**src/rtl/spi_pkg.sv**
```systemverilog
// Shared state encoding and SPI mode constants for the parameterised SPI master.
package spi_pkg;

  typedef enum logic [2:0] {
    IDLE,
    SETUP,
    XFER,
    HOLD,
    GAP
  } spi_state_e;

  // Modes are encoded as {cpol, cpha}
  localparam logic [1:0] MODE0 = 2'b00;
  localparam logic [1:0] MODE1 = 2'b01;
  localparam logic [1:0] MODE2 = 2'b10;
  localparam logic [1:0] MODE3 = 2'b11;

endpackage

```
**src/rtl/spi_clk_div.sv**
```systemverilog
// Half-period tick generator: tick pulses once every CLK_DIV cycles; clr restarts the count.
module spi_clk_div #(
  parameter int CLK_DIV = 4
) (
  input  logic clk,
  input  logic rst,
  input  logic clr,
  output logic tick
);

  localparam int CW = (CLK_DIV > 1) ? $clog2(CLK_DIV) : 1;

  logic [CW-1:0] cnt_q, cnt_d;

  assign tick = (cnt_q == CW'(CLK_DIV - 1));

  always_comb begin
    cnt_d = cnt_q + 1'b1;
    if (clr || tick) cnt_d = '0;
  end

  always_ff @(posedge clk or posedge rst) begin
    if (rst) cnt_q <= '0;
    else     cnt_q <= cnt_d;
  end

endmodule

```
**src/rtl/spi_master_param.sv**
```systemverilog
// Parameterised SPI master: one DATA_W-bit MSB-first frame per accept, runtime CPOL/CPHA.
// Define SPI_LOOPBACK_EN to capture from the internal SDO bit instead of SPI_SDI.
module spi_master_param
  import spi_pkg::*;
#(
  parameter int DATA_W  = 60,
  parameter int CLK_DIV = 4,
  parameter int CS_GAP  = 2
) (
  input  logic              SPI_CLK,
  input  logic              reset,
  input  logic [DATA_W-1:0] tx_data,
  input  logic              tx_valid,
  output logic              tx_ready,
  input  logic              cpol,
  input  logic              cpha,
  output logic [DATA_W-1:0] rx_data,
  output logic              rx_valid,
  output logic              SCLK,
  output logic              CSB,
  output logic              SPI_SDO,
  input  logic              SPI_SDI
);

  localparam int BW = $clog2(DATA_W + 1);
  localparam int GW = $clog2(CS_GAP + 1);

  spi_state_e        state_q, state_d;
  logic [DATA_W-1:0] tx_sh_q, tx_sh_d;
  logic [DATA_W-1:0] rx_sh_q, rx_sh_d;
  logic [DATA_W-1:0] rx_data_q, rx_data_d;
  logic [BW-1:0]     bit_q, bit_d;
  logic [GW-1:0]     gap_q, gap_d;
  logic              cpol_q, cpol_d, cpha_q, cpha_d;
  logic              lead_q, lead_d;  // next SCLK toggle is a leading edge
  logic              sclk_q, sclk_d, csb_q, csb_d, sdo_q, sdo_d;
  logic              rdy_q, rdy_d, rxv_q, rxv_d;
  logic              accept, tick, cap_bit;

  spi_clk_div #(.CLK_DIV(CLK_DIV)) u_div (
    .clk (SPI_CLK),
    .rst (reset),
    .clr (accept),
    .tick(tick)
  );

  assign accept = (state_q == IDLE) && tx_valid && rdy_q;

`ifdef SPI_LOOPBACK_EN
  logic unused_sdi;
  assign unused_sdi = SPI_SDI;
  assign cap_bit    = sdo_q;
`else
  assign cap_bit    = SPI_SDI;
`endif

  always_comb begin
    state_d   = state_q;
    tx_sh_d   = tx_sh_q;
    rx_sh_d   = rx_sh_q;
    rx_data_d = rx_data_q;
    bit_d     = bit_q;
    gap_d     = gap_q;
    cpol_d    = cpol_q;
    cpha_d    = cpha_q;
    lead_d    = lead_q;
    sclk_d    = sclk_q;
    csb_d     = csb_q;
    sdo_d     = sdo_q;
    rxv_d     = 1'b0;
    case (state_q)
      IDLE: begin
        sclk_d = cpol_q;
        csb_d  = 1'b1;
        if (accept) begin
          cpol_d  = cpol;
          cpha_d  = cpha;
          sclk_d  = cpol;
          csb_d   = 1'b0;
          lead_d  = 1'b1;
          bit_d   = '0;
          rx_sh_d = '0;
          // CPHA=0 needs the MSB on the wire before the first (sampling) edge
          if (cpha) begin
            tx_sh_d = tx_data;
            sdo_d   = 1'b0;
          end else begin
            tx_sh_d = tx_data << 1;
            sdo_d   = tx_data[DATA_W-1];
          end
          state_d = SETUP;
        end
      end
      SETUP: if (tick) state_d = XFER;
      XFER: if (tick) begin
        sclk_d = ~sclk_q;
        lead_d = ~lead_q;
        if (lead_q ^ cpha_q) begin
          rx_sh_d = (rx_sh_q << 1) | DATA_W'(cap_bit);
        end else begin
          sdo_d   = tx_sh_q[DATA_W-1];
          tx_sh_d = tx_sh_q << 1;
        end
        if (!lead_q) begin
          bit_d = bit_q + 1'b1;
          if (bit_q == BW'(DATA_W - 1)) state_d = HOLD;
        end
      end
      HOLD: if (tick) begin
        csb_d     = 1'b1;
        sdo_d     = 1'b0;
        rx_data_d = rx_sh_q;
        rxv_d     = 1'b1;
        gap_d     = '0;
        state_d   = GAP;
      end
      GAP: if (tick) begin
        gap_d = gap_q + 1'b1;
        if (gap_q == GW'(CS_GAP - 1)) state_d = IDLE;
      end
      default: state_d = IDLE;
    endcase
    rdy_d = (state_d == IDLE);
  end

  always_ff @(posedge SPI_CLK or posedge reset) begin
    if (reset) begin
      state_q   <= IDLE;
      tx_sh_q   <= '0;
      rx_sh_q   <= '0;
      rx_data_q <= '0;
      bit_q     <= '0;
      gap_q     <= '0;
      cpol_q    <= 1'b0;
      cpha_q    <= 1'b0;
      lead_q    <= 1'b1;
      sclk_q    <= 1'b0;
      csb_q     <= 1'b1;
      sdo_q     <= 1'b0;
      rdy_q     <= 1'b0;
      rxv_q     <= 1'b0;
    end else begin
      state_q   <= state_d;
      tx_sh_q   <= tx_sh_d;
      rx_sh_q   <= rx_sh_d;
      rx_data_q <= rx_data_d;
      bit_q     <= bit_d;
      gap_q     <= gap_d;
      cpol_q    <= cpol_d;
      cpha_q    <= cpha_d;
      lead_q    <= lead_d;
      sclk_q    <= sclk_d;
      csb_q     <= csb_d;
      sdo_q     <= sdo_d;
      rdy_q     <= rdy_d;
      rxv_q     <= rxv_d;
    end
  end

  assign tx_ready = rdy_q;
  assign rx_valid = rxv_q;
  assign rx_data  = rx_data_q;
  assign SCLK     = sclk_q;
  assign CSB      = csb_q;
  assign SPI_SDO  = sdo_q;

endmodule

```
**config.mk**
```make
export PLATFORM = sky130hd
export DESIGN_NAME = spi_master_param
export DESIGN_NICKNAME = d
export VERILOG_FILES = /design/src/rtl/spi_pkg.sv /design/src/rtl/spi_clk_div.sv /design/src/rtl/spi_master_param.sv
export SDC_FILE = /design/constraint.sdc
export NUM_CORES = 1
export LEC_CHECK = 0
export ABC_AREA = 1
export CAP_MARGIN = 20
export CORE_ASPECT_RATIO = 0.6
export CORE_UTILIZATION = 30
export DETAILED_ROUTE_END_ITERATION = 12
export PLACE_DENSITY = 0.6
export SLEW_MARGIN = 10
export SYNTH_ARGS = -nofsm -noshare
export SYNTH_HDL_FRONTEND = slang
export SYNTH_HIERARCHICAL = 1
export SYNTH_SLANG_ARGS = --single-unit
```
**constraint.sdc**
```tcl
create_clock -name SPI_CLK -period 9.1 [get_ports SPI_CLK]
set_clock_uncertainty 0.1 [all_clocks]
set_input_delay 1.82 -clock SPI_CLK [delete_from_list [all_inputs] [get_ports SPI_CLK]]
set_output_delay 1.82 -clock SPI_CLK [all_outputs]
set_load 0.02 [all_outputs]
```
==> impl_metrics.toml <==
[sta]
min_period_ps = 4800
setup-tns-final_ps = 0
fin_crit_sh = 0.528
max_slew_margin = 0.357
final_hold_viol_count = 0
finalMaxSlewViolations = 0
worstMarginPinSlew_ps = 965
max_freq_mhz = 208
final-setup-viol-count = 0
rsz0062_at_grt = "no"

[route]
drc_errors = 0
firstDrtPassIters = 5
via_count = 8717
drtIter0Drc = 738
wl_mm = 24.8
viasPerCell = 4.64
antenna_left = 0
routedWlPerCell_um = 13.2

[hold_path]
hold_class = "flop to flop"
holdPathEnd = "u_div/cnt_q[0]$_DFF_PP0_"
min_path_cells = 1
worstHoldStart = "u_div/cnt_q[0]$_DFF_PP0_"

[clocking]
clk_latency_ps = 500
root_buffer = "clkbuf_16"
cts_max_path_buffers = 3
cts_hold_buf = 0
numCtsBuffers = 22
clkTransAtPathRegs_ps = 60
post_cts_buffers = 0
cts_tree = "yes"
htree_levels = 1
cts.sinks = 201
cts.repair.resized = 0

[floorplanning]
die_w_um = 237
core_region_area_um2 = 32500
ios = 131
dieArea_um2 = 34000
initial_utilization = 0.306
die_y_um = 143
placementRows = 51

[global_routing]
antenna_found_initial = 0
grt_pass1_vias = 8278
grt_max_degree = 126
grt_usage = 0.148
grt_first_pass_wirelength_mm = 41.8
overflow = 0

[setup_path]
crit_fanout = 65
crit_chain = "clkdlybuf4s50_1 > nand2_1 > nand3_2 > buf_4 > nand2_1 > inv_2 > buf_4 > nand2_2 > buf_16 > nand2_1 > nand2_1"
rrSetupSlack_ps = 4860
crit_required_ps = 9380
crit_type = "input port to flop"
rr_startpoint = "state_q[2]$_DFF_PP0_"
worstSetupEndpointType = "flop"
cp.arrival_ps = 5090
reg2regPathDepth = 10
slowest_stage = "nand2_2"
crit_buf_inv = 5
start_kind = "input port"
cp_slowest_stage_delay_ps = 660
cpLargestDelayFamily = "buffers and inverters"
crit_cells = 11
crit_top_cell = "nand2_1"
timing.rr.end = "tx_sh_q[9]$_DFFE_PP0P_"

[final_layout]
stdcell_count = 1877
drive_gt1_frac = 0.0434
diodes = 0
syn_to_final_growth_pct = 23.4
nNetsFinal = 1509
fillers = 3400
final_util = 0.378

[placement]
place.gp.congestion = 0.758
dp.cells = 1840
hpwl_mm = 15.2
port_buffers = 130

[logic_synthesis]
yosysUniqueCellTypes = 25
avgSynthCellArea_um2 = 7.29
synth_edf_count = 0
synth_seq_area_share = 0.505
synth_top_area_share = 0.499
ys.flop_type = "dfrtp_1"
ys_ff_latch = 201
netlist.top_cell.by_area = "dfrtp_1"
synthesis.area_um2 = 9970
synth_area_leaders = "dfrtp_1 (50%), nand2_1 (23%), o21ai_0 (6.0%)"
yosys_warnings = 6
syn_nets = 1436
syn_inst = 1367
synthArstFlopShare = 1.00

[power]
leakage_nw = 6.30
ir_drop_v = 0.0000893
p_per_area_nw_per_um2 = 157

[status]
outcome = "finished clean"

[flow_run]
maxCapViolations = 0
through the flow:
| step | power, W | area, µm² | hold WS (ps) | worst slack [ps] |
|---|---|---|---|---|
| 2_1_floorplan | 0.000949 | 9970 | 308 | 1760 |
| 3_3_place_gp | 0.000992 | 11500 | 318 | 3760 |
| 3_5_place_dp | 0.000992 | 11500 | 335 | 3800 |
| 4_1_cts | 0.00197 | 12300 | 343 | 4340 |
| 5_1_grt | 0.00201 | 12300 | 361 | 4070 |
| 6_report | 0.00193 | 12300 | 334 | 4300 |
cell usage after synthesis, types with 2 or more instances:
cell type,instances
a21oi_1,2
dfrtp_1,199
dfstp_2,2
inv_1,107
inv_2,5
buf_2,46
buf_1,9
xor2_1,2
clkbuf_1,35
o21ai_0,119
nand2_4,3
nand2_2,2
nand3_1,84
nor2_1,82
nand2_1,598
o21bai_1,2
ha_1,3
nand4_1,60
power breakdown:
group	switching (W)	leakage (nW)	internal (W)	total (W)
clock network	0.000364	0.379	0.000591	0.000955
logic	0.0000433	3.15	0.0000345	0.0000779
registers	0.000000585	2.77	0.000895	0.000895
worst max-delay path by stage:
stage              from                 endpoint  slack, ps
6_report       tx_valid   tx_sh_q[9]$_DFFE_PP0P_       4300
5_1_grt        tx_valid   tx_sh_q[9]$_DFFE_PP0P_       4070
4_1_cts        tx_valid   tx_sh_q[9]$_DFFE_PP0P_       4340
3_5_place_dp   tx_valid   tx_sh_q[9]$_DFFE_PP0P_       3800
3_3_place_gp   tx_valid  tx_sh_q[58]$_DFFE_PP0P_       3760
2_1_floorplan     reset         SCLK$_DFFE_PP0P_       1760
registers in the layout (all words and copies together) (netlist names):
register,flops
rx_data,60
rx_sh_q,60
tx_sh_q,60
bit_q,6
state_q,3
gap_q,2
u_div/cnt_q,2
CSB,1
SCLK,1
SPI_SDO,1
cpha_q,1
cpol_q,1
lead_q,1
rx_valid,1
tx_ready,1
layout make-up:
type	instances	area (µm²)	share of cell area
Inverter	113	432	0.0351
Clock inverter	6	108	0.00875
Tap cell	424	531	0.0431
Timing Repair Buffer	140	1400	0.114
Multi-Input combinational cell	962	4140	0.336
Sequential cell	201	5030	0.409
Clock buffer	31	666	0.0541
logic make-up (layout without fill, tap and decap cells):
kind of cell	count (synthesis)	in the layout	share of synthesized area
simple gates	833	833	0.344
buf+inv	204	290	0.0829
flops	201	201	0.505
compound gates	123	123	0.0622
fa+ha+maj	3	3	0.00376
xor+xnor	3	3	0.00264
layer usage:
metal	wire length [µm]	track usage	part of all wire
met5	0	0	0
met4	350	0.0268	0.014
met3	1180	0.0309	0.047
met2	10700	0.230	0.43
met1	12500	0.214	0.51
cell usage in the layout (no fill, tap or decap), types with 3 or more instances in the layout:
| cell | synthesis | final |
|---|---|---|
| nand2_1 | 598 | 597 |
| inv_2 | 5 | 5 |
| clkdlybuf4s50_1 | 0 | 130 |
| o21ai_0 | 119 | 119 |
| nor2_1 | 82 | 82 |
| nand3_1 | 84 | 82 |
| nand4_1 | 60 | 60 |
| nand2_4 | 3 | 4 |
| clkbuf_16 | 0 | 23 |
| buf_4 | 1 | 9 |
| clkbuf_8 | 0 | 6 |
| ha_1 | 3 | 3 |
| dfrtp_1 | 199 | 199 |
| inv_1 | 107 | 106 |
| bufinv_16 | 0 | 3 |
(Power assumes the default switching activity.)
==> patch, RTL diff (config.mk and constraints unchanged) <==
Build with the macro `SPI_LOOPBACK_EN` defined.
--- a/src/rtl/spi_master_param.sv
+++ b/src/rtl/spi_master_param.sv
@@ -2,2 +2,4 @@
 // Define SPI_LOOPBACK_EN to capture from the internal SDO bit instead of SPI_SDI.
+`define SPI_LOOPBACK_EN
+
 module spi_master_param
Formal check against the unedited RTL: no difference found for any inputs over 4 cycles, from zero or initial values and one cycle with reset high; that may be too few to reach the edited logic, so the function may still have changed.
==> patch against the original RTL <==
Final area is 0.25% lower; wire length is 3.3% higher; non-clock buffer count is 1 higher; combinational power is 2% lower; maximum frequency is 4.4% higher; setup slack better by 200 ps; core utilization is 0.096 points lower; synthesized area hardly changed; register-to-register slack better by 210 ps; sequential cell count stayed put; critical path type unchanged; total power is 4.1% lower.
==> patch: results (changes against the original RTL) <==
- DR iter-0 viols: 751 (+1.8%)
- Post-synth top flop: dfrtp_1
- Main area contributors after synthesis: dfrtp_1 (50%), nand2_1 (23%), o21ai_0 (6.0%)
- WHS: 341 ps (+7.23 ps)
- Static leakage: 6.28 nW (-0.27%)
- Worst-path clk slew: 50 ps
- WL/cell: 13.6 um (+3.1%)
- Max Root-Sink Buffers: 3 (unchanged)
- IO buf count: 129 (-0.77%)
- Critical path's largest stage delay: 630 ps (-30 ps)
- Cell Area, Placed: 0.0115 mm^2 (-0.18%)
- Hold crit path type: reg -> reg
- Pre-CTS worst setup slack: 3970 ps (+171 ps)
- GRT Overall Usage: 0.155 (+0.00681)
- GPL Wtd Cong: 0.767 (+1.2%)
- Ys Warns: 6 (unchanged)
- Top post-synthesis cells by count: nand2_1 (598), dfrtp_1 (199), o21ai_0 (119)
- Crit Path Max Fanout: 65 (unchanged)
- Mapped Avg Cell Area: 7.30 um^2 (about the same)
- CP endpoint kind: register
- Worst-skew pair later-pin latency: 510 ps
- Clk power: 0.880 mW (-7.9%)
- Crit. Startpoint: tx_valid
- Status: finished clean
- NumNets Final: 1509 (unchanged)
- Post-synthesis sequential area ratio: 0.505 (about the same)
- Vias in the first global route: 8319 (+0.50%)
- Combinational share of power: 0.041
- Worst reg2reg path endpoint: tx_sh_q[59]
- Slowest CP cell: buf_4
- Resize count post-CTS: 0 (unchanged)
- P_sw: 0.412 mW (+1.0%)
- First-pass GRT wire length: 43200 um (+3.4%)
- DP HPWL: 14600 um (-3.6%)
- Reg-to-Reg Start: state_q[2]
- Router iterations before antenna repair: 5 (unchanged)
- H-tree depth: 1 (unchanged)
- VDD IR max: 101 uV (+13%)
- Layout cell share with drive strength beyond 1: 0.0453 (+0.00197)
- Largest net degree at the start of global routing: 144 (+14%)
- Hold_sp: u_div/cnt_q[0]
- Reg2Reg Setup Slack: 5070 ps (+210 ps)
- Cts bufs inserted: 22 (unchanged)
- Via count: 8680 (-0.42%)
- Worst-margin pin slew: 840 ps (-124 ps)
- Placed cells: 1838 (-0.11%)
- Final Power: 1.85 mW (-4.1%)
- Fin crit share: 0.506 (-0.0221)
- Hold Path End: u_div/cnt_q[0]
- Syn_nets: 1435 (-0.070%)
- Final non-filler cell total: 1880 (+0.16%)
## patch: critical path: cells and delay by family
family,cells,cell delay [ps]
buffers and inverters,5,2040
and+or+nand+nor,6,940
## patch: kinds of logic (layout without fill, tap and decap cells)
group | Yosys count | count (layout) | synth area share
buf+inv | 203 | 293 | 0.0826
simple gates | 833 | 833 | 0.344
xor+xnor | 3 | 3 | 0.00264
fa+ha+maj | 3 | 3 | 0.00377
compound gates | 123 | 123 | 0.0623
flops | 201 | 201 | 0.505
## patch: layout make-up
class	instances	area, um^2
Inverter	112	428
Tap cell	424	531
Clock buffer	33	673
Sequential cell	201	5030
Multi-Input combinational cell	962	4140
Timing Repair Buffer	141	1430
Fill cell	3438	20300
Clock inverter	7	35.0
## patch: per-layer routing
metal / vias up / wire [um] / track usage
li1: 4426 / - / -
met1: 4086 / 12900 / 0.224
met2: 134 / 11200 / 0.242
met3: 34 / 912 / 0.0234
met4: 0 / 522 / 0.0397
met5: - / 0 / 0
